**src/rtl/idli_sqi_mem_m.sv**
```systemverilog
// idli_sqi_mem_m
// SQI (quad SPI) memory responder. Sits at the far end of the core's SQI
// controller link and stands in for the external SQI SRAM. It decodes a
// READ (0x03) or WRITE (0x02) command, a 24-bit address and, for reads, one
// dummy byte, then streams nibbles from or into a local byte array.
// SCK is treated as a gck-synchronous data signal and edge-detected against
// a single registered copy. Inputs are sampled on SCK rise and outputs are
// updated on SCK fall.

module idli_sqi_mem_m #(
    parameter int  MEM_BYTES = 256,
    localparam int ADDR_W    = $clog2(MEM_BYTES)
) (
    input  logic       i_mem_gck,
    input  logic       i_mem_rst_n,
    input  logic       i_mem_sck,
    input  logic       i_mem_cs,
    input  logic [3:0] i_mem_sqi_data,
    output logic [3:0] o_mem_sqi_data,
    output logic       o_mem_sqi_oe
);

    typedef enum logic [2:0] {
        S_IDLE,
        S_CMD,
        S_ADDR,
        S_DUMMY,
        S_RD,
        S_WR,
        S_IGNORE
    } state_t;

    localparam logic [7:0] CMD_READ  = 8'h03;
    localparam logic [7:0] CMD_WRITE = 8'h02;

    // Protocol state
    state_t            state_reg;
    logic              sck_q_reg;
    logic [2:0]        cnt_reg;       // nibble counter within CMD/ADDR/DUMMY
    logic              is_wr_reg;     // decoded command: 1 = write frame
    logic              phase_reg;     // 0 = high nibble next, 1 = low nibble next
    logic [3:0]        nib_hold_reg;  // command high nibble / write high nibble
    logic [ADDR_W-1:0] addr_reg;
    logic [3:0]        data_reg;
    logic              oe_reg;

    // Storage
    logic [7:0]        mem [MEM_BYTES];
    logic [7:0]        rd_byte_reg;

    // Edge detect and datapath helpers
    logic              rise;
    logic              fall;
    logic              wr_en;
    logic [7:0]        wr_byte;
    logic [ADDR_W-1:0] addr_shift;
    logic [ADDR_W-1:0] addr_inc;

    assign rise = i_mem_sck & ~sck_q_reg;
    assign fall = ~i_mem_sck & sck_q_reg;

    // Shifting every address nibble in and keeping only the low bits is the
    // same as truncating the full 24-bit address at the end.
    assign addr_shift = ADDR_W'({addr_reg, i_mem_sqi_data});
    assign addr_inc   = addr_reg + ADDR_W'(1);

    // A byte is committed on the second rise of each write pair.
    assign wr_en   = ~i_mem_cs && (state_reg == S_WR) && rise && phase_reg;
    assign wr_byte = {nib_hold_reg, i_mem_sqi_data};

    assign o_mem_sqi_data = data_reg;
    assign o_mem_sqi_oe   = oe_reg;

    // Protocol FSM: command/address/dummy decode, read nibble output, write pairing.
    always_ff @(posedge i_mem_gck or negedge i_mem_rst_n) begin
        if (!i_mem_rst_n) begin
            state_reg    <= S_IDLE;
            sck_q_reg    <= 1'b0;
            cnt_reg      <= 3'd0;
            is_wr_reg    <= 1'b0;
            phase_reg    <= 1'b0;
            nib_hold_reg <= 4'h0;
            addr_reg     <= '0;
            data_reg     <= 4'h0;
            oe_reg       <= 1'b0;
        end else begin
            sck_q_reg <= i_mem_sck;
            if (i_mem_cs) begin
                // Deselected: abandon the frame, including any half-written byte.
                state_reg <= S_IDLE;
                oe_reg    <= 1'b0;
                cnt_reg   <= 3'd0;
                phase_reg <= 1'b0;
            end else begin
                case (state_reg)
                    S_IDLE: begin
                        if (rise) begin
                            nib_hold_reg <= i_mem_sqi_data;
                            cnt_reg      <= 3'd1;
                            state_reg    <= S_CMD;
                        end
                    end
                    S_CMD: begin
                        if (rise) begin
                            cnt_reg <= 3'd0;
                            if ({nib_hold_reg, i_mem_sqi_data} == CMD_READ) begin
                                is_wr_reg <= 1'b0;
                                state_reg <= S_ADDR;
                            end else if ({nib_hold_reg, i_mem_sqi_data} == CMD_WRITE) begin
                                is_wr_reg <= 1'b1;
                                state_reg <= S_ADDR;
                            end else begin
                                state_reg <= S_IGNORE;
                            end
                        end
                    end
                    S_ADDR: begin
                        if (rise) begin
                            addr_reg <= addr_shift;
                            if (cnt_reg == 3'd5) begin
                                cnt_reg   <= 3'd0;
                                phase_reg <= 1'b0;
                                state_reg <= is_wr_reg ? S_WR : S_DUMMY;
                            end else begin
                                cnt_reg <= cnt_reg + 3'd1;
                            end
                        end
                    end
                    S_DUMMY: begin
                        if (rise) begin
                            if (cnt_reg == 3'd1) begin
                                cnt_reg   <= 3'd0;
                                phase_reg <= 1'b0;
                                state_reg <= S_RD;
                            end else begin
                                cnt_reg <= cnt_reg + 3'd1;
                            end
                        end
                    end
                    S_RD: begin
                        // rd_byte_reg has at least one gck to settle after an
                        // address step because SCK high lasts >= 1 gck.
                        if (fall) begin
                            oe_reg <= 1'b1;
                            if (!phase_reg) begin
                                data_reg  <= rd_byte_reg[7:4];
                                phase_reg <= 1'b1;
                            end else begin
                                data_reg  <= rd_byte_reg[3:0];
                                phase_reg <= 1'b0;
                                addr_reg  <= addr_inc;
                            end
                        end
                    end
                    S_WR: begin
                        if (rise) begin
                            if (!phase_reg) begin
                                nib_hold_reg <= i_mem_sqi_data;
                                phase_reg    <= 1'b1;
                            end else begin
                                phase_reg <= 1'b0;
                                addr_reg  <= addr_inc;
                            end
                        end
                    end
                    S_IGNORE: begin
                        oe_reg <= 1'b0;
                    end
                    default: begin
                        state_reg <= S_IDLE;
                        oe_reg    <= 1'b0;
                    end
                endcase
            end
        end
    end

    // Storage write port: one byte per completed write pair.
    always_ff @(posedge i_mem_gck) begin
        if (wr_en) begin
            mem[addr_reg] <= wr_byte;
        end
    end

    // Registered read port, continuously following the current address.
    always_ff @(posedge i_mem_gck) begin
        rd_byte_reg <= mem[addr_reg];
    end

endmodule

```
**config.mk**
```make
export PLATFORM = sky130hd
export DESIGN_NAME = idli_sqi_mem_m
export DESIGN_NICKNAME = d
export VERILOG_FILES = /design/src/rtl/idli_sqi_mem_m.sv
export SDC_FILE = /design/constraint.sdc
export NUM_CORES = 2
export LEC_CHECK = 0
export CAP_MARGIN = 20
export CELL_PAD_IN_SITES_DETAIL_PLACEMENT = 0
export CELL_PAD_IN_SITES_GLOBAL_PLACEMENT = 2
export CORE_MARGIN = 1.5
export CORE_UTILIZATION = 45
export CTS_CLUSTER_DIAMETER = 80
export DETAILED_ROUTE_END_ITERATION = 10
export PLACE_DENSITY = 0.73
export SLEW_MARGIN = 20
export SYNTH_ARGS = -nofsm -noshare
export SYNTH_HDL_FRONTEND = slang
export SYNTH_SLANG_ARGS = --single-unit
export TNS_END_PERCENT = 20
```
**constraint.sdc**
```tcl
create_clock -name i_mem_gck -period 3.9 [get_ports i_mem_gck]
set_input_delay 0.39 -clock i_mem_gck [delete_from_list [all_inputs] [get_ports i_mem_gck]]
set_output_delay 0.39 -clock i_mem_gck [all_outputs]
set_load 0.01 [all_outputs]
```
==> qor.yml <==
area_delta_synth_final_pct: 16.1
clkSinkCount: 2082
avgSynthCellArea_um2: 21.6
p_switching_mw: 19.5
endpoint_kind: "flip-flop"
min_path_type: "in2reg"
ant_nets: 0
grt_max_degree: 157
grt_pass1_wl_um: 287000
syn_area_mm2: 0.0798
pwr-share-comb: 0.270
p_sw_frac: 0.303
htreeDepth: 4
internal-power_mw: 44.7
coreArea_mm2: 0.176
maxSlewHeadroom: 0.264
wl_per_cell_um: 30.0
netlist-cell-type-count: 45
portBuffers: 12
hold_end: "mem[84][3]"
ys_async_sr_fraction: 0.0125
synth_nets: 3706
crit_path_start_kind: "flip-flop"
gp_congestion: 0.822
timing.rr.end: "rd_byte_reg[5]"
via_per_inst: 5.91
row_count: 154
path_clk_slew_ns: 0.06
ys_ff_latch: 2082
ff2ff_setup_slack_ns: 0.24
cts_buffers: 207
clkPwrFrac: 0.309
fin_crit_ns: 3.66
multi_input_area_mm2: 0.0165
grt_busiest_layer: "met2"
gr-usage-met1: 0.326
utilization: 0.527
die_area_mm2: 0.180
drt_iter0_markers: 4619
reg2regPathDepth: 8
period_share: 0.937
cp_data_required_time_ns: 4.61
start_util: 0.453
setup_viol: 0
tightest_slew_ns: 1.10
hp-start: "i_mem_sqi_data[3]"
drtPass1Iterations: 8
synth-main-ff-cell: "edfxtp_1"
critPathKind: "reg2reg"
max-vdd-ir-drop_mv: 0.521
rsz0062_at_grt: "no"
layout.nets: 4141
ios: 13
hold_depth: 1
finClkSkew_ns: 0.0363
die_h_um: 424
grt_util_met3: 0.0353
cts_root_buf: "clkbuf_16"
p_seq_frac: 0.422
fillers: 13700
cts_tree: "done"
insertion_delay_ns: 0.85
crit_fanout: 33
maxSlewViolCount: 0
p_leak_nw: 29.0
drc: 0
antenna_found_initial: 1
arrival_ns: 4.37
place_hpwl_um: 121000
clk_path_buf_depth: 3
die_x_um: 424
power_mw: 64.2
grt_pass1_vias: 39500
synth_edf_count: 2048
hold_violations: 0
status: "complete, no violations"
whs_ns: 0.0332
netlist_instances: 3694
r2r_start: "addr_reg[0]"
largest_reg_flops: 2048
drt_wl_total_um: 199000
synth-seq-area-share: 0.780
dr_total_vias: 39300
overflow: 0
ys.warnings.count: 0
maxCapViolCount: 0
powerDensity_mw_per_mm2: 692
track_usage: 0.222
final-seq-area_mm2: 0.0623
max_clock_freq_mhz: 274
drive_above_1_share: 0.307
use_met2: 0.352
## worst max-delay path, cell delays in order (launching register included)
cell and delay, ns:
dfrtp_4 0.73, buf_12 0.25, buf_12 0.29, mux4_2 0.55, a22oi_1 0.33, a21oi_1 0.21
o41ai_1 0.76, buf_4 0.27, nand4_1 0.09
## stage by stage
step / setup WS, ns / instance area [µm²] / setup TNS, ns / cells
final: 0.244 / 92700 / 0 / 6645
after global routing: 0.188 / 92700 / 0 / 6644
after CTS: 0.210 / 92700 / 0 / 6644
after detailed placement: 0.0345 / 85900 / 0 / 6257
after global placement: 0.0823 / 85900 / 0 / 6257
after floorplan: -0.101 / 79900 / -25.74 / 3694
## power groups by stage
stage | Clock, mW | Sequential, mW | Combinational, mW
after floorplan | 0 | 27.9 | 10.2
after global placement | 0 | 27.5 | 17.4
after detailed placement | 0 | 27.5 | 17.5
after CTS | 20.1 | 27.1 | 17.5
after global routing | 21.0 | 27.1 | 18.3
final | 19.8 | 27.1 | 17.3
## worst max path at each step
stage / startpoint / cells past startpoint / end / slack, ns
after global placement: addr_reg[0] / 8 / rd_byte_reg[2] / 0.08
after detailed placement: addr_reg[0] / 8 / rd_byte_reg[2] / 0.03
after global routing: addr_reg[0] / 7 / rd_byte_reg[1] / 0.19
after floorplan: nib_hold_reg[2] / 0 / mem[0][6] / -0.10
after CTS: addr_reg[0] / 7 / rd_byte_reg[1] / 0.21
final: addr_reg[0] / 8 / rd_byte_reg[5] / 0.24
## cells in the final DEF (no fill, tap or decap), drive strengths merged, types with 5 or more instances in the layout
cell type	synthesis	routed
a21oi	144	144
a22oi	257	257
buf	98	457
bufinv	0	21
clkbuf	143	243
clkdlybuf4s50	0	7
clkinv	0	108
clkinvlp	0	6
dfrtp	26	26
dfxtp	8	8
edfxtp	2048	2048
inv	6	12
mux2i	6	6
mux4	512	512
nand2	27	27
nand2b	5	5
nand3	20	20
nand4	9	9
nor2	274	274
nor2b	10	10
o21ai	23	23
o41ai	32	32
## timing repair
item | CTS | global route
setup buffers | 0 | 0
hold buffers | 3 | 0
hold endpoints to repair | 71 | 0
setup endpoints to repair | 1 | 0
resized for setup | 1 | 0
## layer usage
layer | vias up | wire (µm)
met5 | - | 0
met3 | 248 | 14200
li1 | 16500 | -
met1 | 21100 | 84400
met2 | 1508 | 96300
met4 | 0 | 4180
## cell families (layout without fill, tap and decap cells)
group,after synthesis,in the layout,synth area share
mux,522,522,0.146
flops,2082,2082,0.780
other cells,0,1,0
fa+ha+maj,4,4,0.000627
buf+inv,247,857,0.0144
xor+xnor,1,1,0.000110
compound gates,468,468,0.0394
simple gates,370,370,0.0194
## cell type report
class,instances,area share
Tap cell,2340,0.0316
Timing Repair Buffer,467,0.0446
Clock buffer,243,0.0580
Sequential cell,2082,0.672
Clock inverter,141,0.0153
Inverter,6,0.000243
Multi-Input combinational cell,1365,0.178
Antenna cell,1,0.0000270
## Yosys cell counts, types with 2 or more instances
cell         n  area, µm²
buf_1       28        105
buf_2       36        180
clkbuf_1   143        537
inv_1        6       22.5
o41ai_1     32        280
buf_4       20        150
mux2_2       4       45.0
dfxtp_1      8        160
nand3_1     20        100
nor4_1       4       25.0
edfxtp_1  2048      61500
nand2b_1     5       31.3
nor2b_1     10       62.6
and3_1       2       12.5
mux4_2     512      11500
or2_2        2       12.5
a211oi_1     2       15.0
mux2i_1      6       60.1
nor2_1     274       1030
nor3_1       4       20.0
nand4_1      9       56.3
buf_6       14        158
o21ai_0     23        115
a21oi_1    144        721
ha_1         4       50.1
nand2_1     27        101
and2_1       3       18.8
a22oi_1    257       1930
o22a_1       2       17.5
nor3b_1      3       22.5
dfrtp_1     26        651
nand3b_1     3       22.5
Note: power is estimated with default switching activity, not from simulation.
